==> src/rtl/axis_burst_arbiter.sv <==
// Round-robin burst arbiter: drains BURST_LEN beats from one of two FWFT source FIFOs onto AXI-Stream.
// First beat valid one cycle after eligibility seen in IDLE; tready low holds the beat, counter and pops.
module axis_burst_arbiter #(
    parameter int DATA_WIDTH = 32,
    parameter int BURST_LEN  = 16,
    parameter int CNT_WIDTH  = 11
) (
    input  logic                    m00_axis_aclk,
    input  logic                    m00_axis_areset,
    input  logic                    cfg_en,
    input  logic [CNT_WIDTH-1:0]    s0_count,
    input  logic [CNT_WIDTH-1:0]    s1_count,
    input  logic [DATA_WIDTH-1:0]   s0_rdata,
    input  logic [DATA_WIDTH-1:0]   s1_rdata,
    output logic                    s0_rd_en,
    output logic                    s1_rd_en,
    output logic [DATA_WIDTH-1:0]   m00_axis_tdata,
    output logic [DATA_WIDTH/8-1:0] m00_axis_tstrb,
    output logic                    m00_axis_tvalid,
    output logic                    m00_axis_tlast,
    input  logic                    m00_axis_tready,
    output logic                    busy,
    output logic                    grant
);

    localparam int BEAT_W = $clog2(BURST_LEN);
    localparam logic [BEAT_W-1:0]    LAST_BEAT = BEAT_W'(BURST_LEN - 1);
    localparam logic [CNT_WIDTH-1:0] THRESH    = CNT_WIDTH'(BURST_LEN);

    typedef enum logic {IDLE = 1'b0, BURST = 1'b1} state_t;

    state_t            state;
    state_t            state_nxt;
    logic [BEAT_W-1:0] beat;
    logic              last_grant;
    logic              elig0;
    logic              elig1;
    logic              start;
    logic              pick;
    logic              accept;
    logic              at_last;

    assign elig0   = (s0_count >= THRESH);
    assign elig1   = (s1_count >= THRESH);
    assign start   = (state == IDLE) && cfg_en && (elig0 || elig1);
    // With both eligible alternate; a lone eligible source wins regardless of history.
    assign pick    = (elig0 && elig1) ? ~last_grant : elig1;
    assign at_last = (beat == LAST_BEAT);

    always_ff @(posedge m00_axis_aclk or posedge m00_axis_areset) begin
        if (m00_axis_areset) begin
            state <= IDLE;
        end else begin
            state <= state_nxt;
        end
    end

    always_comb begin
        state_nxt = state;
        case (state)
            IDLE:    if (start) state_nxt = BURST;
            BURST:   if (accept && at_last) state_nxt = IDLE;
            default: state_nxt = IDLE;
        endcase
    end

    always_comb begin
        busy            = (state == BURST);
        m00_axis_tvalid = busy;
        m00_axis_tstrb  = busy ? '1 : '0;
        m00_axis_tdata  = grant ? s1_rdata : s0_rdata;
        m00_axis_tlast  = busy && at_last;
        accept          = busy && m00_axis_tready;
        s0_rd_en        = accept && !grant;
        s1_rd_en        = accept && grant;
    end

    // Grant is latched at burst start so source count changes mid-burst are ignored.
    always_ff @(posedge m00_axis_aclk or posedge m00_axis_areset) begin
        if (m00_axis_areset) begin
            grant      <= 1'b0;
            last_grant <= 1'b1;
            beat       <= '0;
        end else if (start) begin
            grant      <= pick;
            last_grant <= pick;
            beat       <= '0;
        end else if (accept) begin
            beat       <= at_last ? '0 : beat + 1'b1;
        end
    end

endmodule

==> config.mk <==
export PLATFORM = sky130hd
export DESIGN_NAME = axis_burst_arbiter
export DESIGN_NICKNAME = d
export VERILOG_FILES = /design/src/rtl/axis_burst_arbiter.sv
export SDC_FILE = /design/constraint.sdc
export NUM_CORES = 1
export LEC_CHECK = 0
export ABC_AREA = 1
export CORE_ASPECT_RATIO = 0.5
export CORE_MARGIN = 2
export CORE_UTILIZATION = 24
export CTS_BUF_LIST = sky130_fd_sc_hd__clkbuf_2 sky130_fd_sc_hd__clkbuf_4 sky130_fd_sc_hd__clkbuf_8
export DETAILED_ROUTE_END_ITERATION = 8
export GPL_TIMING_DRIVEN = 0
export PLACE_DENSITY_LB_ADDON = 0.1
export SYNTH_ARGS = -nofsm -noshare
export SYNTH_HDL_FRONTEND = slang
export SYNTH_SLANG_ARGS = --single-unit
==> constraint.sdc <==
create_clock -name m00_axis_aclk -period 1.4 [get_ports m00_axis_aclk]
set_input_delay 0.28 -clock m00_axis_aclk [delete_from_list [all_inputs] [get_ports m00_axis_aclk]]
set_output_delay 0.28 -clock m00_axis_aclk [all_outputs]
set_load 0.05 [all_outputs]
Word level (Yosys, flattened, before mapping)
Index checks and enable logic that the tools add are counted.
{"block": "word_totals", "word_cells": 30, "output_inout_bits": 42, "register_bits": 7, "input_bits": 90}
{"block": "classes", "reduce_logical": 11, "order_cmp": 2, "n_eq_ne": 1, "bitwise": 2, "mux": 9, "addsub": 1}
{"op": "32-bit 2-to-1 mux", "count": 1}
{"op": "11-bit by 5-bit greater-or-equal comparator with 1-bit output, second input constant", "count": 2}
{"op": "4-bit 2-to-1 mux", "count": 4}
{"op": "1-bit logical AND", "count": 8}
{"op": "4-bit by 1-bit adder with 4-bit output, second input constant", "count": 1}
{"op": "4-bit == test, second input constant", "count": 1}
{"op": "1-bit 2-to-1 mux", "count": 3}
{"op": "1-bit NOT", "count": 2}
{"op": "1-bit case mux with 2 select lines", "count": 1}
{"op": "2-bit nonzero test", "count": 1}
{"op": "1-bit zero test", "count": 1}
{"op": "1-bit logical OR", "count": 1}

Logic depth before layout (Yosys ltp)
{"block": "logic_depth", "word_depth": 5, "depth_mapped": 7, "ltp_nobuf": 7}

Worst setup path after synthesis
OpenSTA, ideal clock, no wires.
{"block": "synth_timing", "path_kind": "register to output", "from": "register grant", "to": "output s1_rd_en", "path_stages_with_launch": 5, "path_slack_ps": -620, "path_buffers": 2, "arrival_ps": 1740, "t_required_ps": 1120, "cell_sequence": "dfrtp_1 buf_2 inv_2 buf_4 nor2_1"}
{"block": "synth_between", "elab_chain_len": 1}
{"element": "start, declared", "line": "23", "source": "output logic grant"}
{"element": "start signal, assigned", "line": "85", "source": "grant <= pick;"}
{"element": "1-bit logical AND", "line": "75", "source": "s1_rd_en = accept && grant;"}
{"element": "end, declared", "line": "16", "source": "output logic s1_rd_en,"}
Every way passes these cells.

Worst setup path after layout
Ends and elaborated chain as after synthesis.

==> flow_metrics.tcl <==
set metrics [dict create \
    outcome "complete, but fails checks" \
    violations "setup timing" \
    place_area_sq_um 2450 \
    final_antenna_net_count 0 \
    portBuffers 123 \
    antenna_cells 0 \
    cpMostUsedCell "buf_8" \
    rows 15 \
    cp-end-kind "output pin" \
    wl_per_cell_um 15.2 \
    cts.htree.levels 1 \
    cp_slowest_cell "dfrtp_2" \
    crit_chain "buf_8, clkinv_8, buf_8, buf_6, nor2_4, buf_8" \
    avgSynthCellArea_sq_um 5.09 \
    skew_ns 0.000411 \
    multi_input_area_sq_um 985 \
    cap_violations 0 \
    slew_headroom 0.667 \
    grt_pass1_wl_mm 7.15 \
    hold_viol_final 0 \
    worst_pin_slew_ns 0.502 \
    p_total_mw 6.72 \
    cts-root-buf "clkbuf_8" \
    startpoint_type "flip-flop" \
    vias 1657 \
    setup_slack_ns -0.202 \
    clk_pin_slew_ns 0.04 \
    whs_ns 0.288 \
    irDropWorstVdd_uv 943 \
    clockBufferDepth 2 \
    reg2reg_slack_ns 0.19 \
    firstDrtPassIters 4 \
    crit_start "grant" \
    dp_slack_ns -0.723 \
    numCtsBuffers 3 \
    period_needed_ns 1.60 \
    netlist.area_leader.share 0.485 \
    slowest_delay_ns 0.38 \
    synth.area.top_cells "nand2_1 (48%), dfrtp_1 (17%), nor2_1 (7.6%)" \
    wirelength_mm 5.58 \
    setup_viol 36 \
    reg2reg_depth 8 \
    worst_ep_required_time_ns 1.12 \
    regArea_sq_um 179 \
    final_area_sq_um 2960 \
    dp_cells 349 \
    cts.sinks 7 \
    synth_nets 266 \
    critPathMaxFanout 7 \
    io_pins 132 \
    r2r_end "beat[3]" \
    cts_tree "done" \
    fin_cells 367 \
    drtIter0Drc 60 \
    power.leakage_nw 1.39 \
    nets 408 \
    dpl.hpwl_mm 3.50 \
    die_width_um 90.2 \
    synth_seq_cells 7 \
    start_util 0.255 \
    synth_cell_type_count 19 \
    routabilityCongestion 0.757 \
    synthesis.area_sq_um 891 \
    drive_above_1_share 0.456 \
    die_area_sq_um 4240 \
    nFillCells 185 \
    grt_max_degree 11 \
    area_delta_synth_final_pct 232 \
    yosysTopAreaCell "nand2_1" \
    drc 0 \
    seq_area_frac_synth 0.198 \
    antenna_found_initial 0 \
    fp.dieH_um 47.1 \
    gr-usage-all-layers 0.213 \
    worstReg2RegStart "beat[0]" \
    slew_viol_final 0 \
    grt_pass1_vias 1527 \
    cp_data_arrival_time_ns 1.32 \
    hold_path.class "input port to asynchronous set/reset pin" \
    synthCells 175 \
    power_density_nw_per_um2 2270 \
    clk_latency_ns 0.22 \
    vias_per_cell 4.51 \
    setup_tns_ns -5.49 \
    rsz0062_at_grt "yes" \
    synth_warnings 0 \
    setup.worst_path.end "s1_rd_en" \
    coreArea_sq_um 3490 \
    fin_util 0.847 \
    max_freq_mhz 624 \
    finalCritPeriodShare 1.14 \
    grt_overflow 0 \
    critical_path_class "flip-flop to output pin" \
]
## repair_timing
item	4_1_cts	5_1_grt
resized for setup	341	23
gates cloned	1	1
setup endpoints to repair	42	36
hold buffers	0	0
setup buffers	5	7
pin swaps	2	2
## cell families (layout without fill, tap and decap cells)
family          Yosys count  after routing  synth area share
flops                     7              7             0.198
compound gates            4              4            0.0295
simple gates            141            141             0.619
buf+inv                  21            162             0.129
xor+xnor                  1              1           0.00983
fa+ha+maj                 1              1            0.0140
## synth_stat cells
library cell and instances:
nand4_1 1, dfrtp_1 6, ha_1 1, a21oi_2 1, buf_4 8, nand2_1 115, clkinv_2 1, nor2_2 1
buf_2 4, nor2_1 18, a21boi_0 1, xor2_1 1, inv_1 7, o21ai_0 2, nor2_4 1, inv_2 1
nand3_1 2, nand2_2 3, dfstp_2 1
## final cells by class
class	instances	share of cell area
Timing Repair Buffer	137	0.509
Sequential cell	7	0.0605
Multi-Input combinational cell	147	0.333
Clock buffer	4	0.0165
Tap cell	51	0.0216
Inverter	9	0.0161
Buffer	12	0.0432
## registers in the layout, indices dropped and copies added, names as in the netlist
| name | cells |
|---|---|
| beat | 4 |
| busy | 1 |
| grant | 1 |
| last_grant | 1 |
## routing by layer
layer	vias up	part of all wire	track usage
met5	-	0	0
met4	0	0.034	0.0554
met3	20	0.058	0.0289
met2	83	0.54	0.480
met1	752	0.37	0.222
li1	802	-	-
## power breakdown
part | switching (mW) | internal, mW | leakage [nW]
sequential | 0.130 | 0.316 | 0.0806
clock | 0.0864 | 0.216 | 0.0262
combinational | 3.50 | 2.46 | 1.28
total | 3.72 | 3.00 | 1.39
## worst max-delay path: cells and delay by family (launching register included)
family                 cells  cell delay (ns)
buffers and inverters      5             0.64
flip-flops                 1             0.38
AND/OR/NAND/NOR            1             0.08
## worst min path at each step
stage | from | endpoint | slack (ns)
finish | m00_axis_areset | beat[3] | 0.29
global route | m00_axis_areset | beat[3] | 0.32
CTS | m00_axis_areset | beat[0] | 0.30
detailed placement | last_grant | last_grant | 0.45
global placement | last_grant | last_grant | 0.45
floorplan | m00_axis_areset | beat[0] | 0.08
## layout by cell type, fill, tap and decap left out, types with 2 or more instances in the layout
cell type         n
buf_2             5
dfrtp_1           4
nor2_1           15
buf_4            17
nand2_1          58
nor2_4            4
buf_8            37
dfrtp_2           2
inv_1             7
buf_6             6
clkdlybuf4s50_1  81
clkbuf_8          3
nand2_4          39
o21ai_0           2
nand2_2          21
Note: power is estimated with default switching activity, not from simulation.
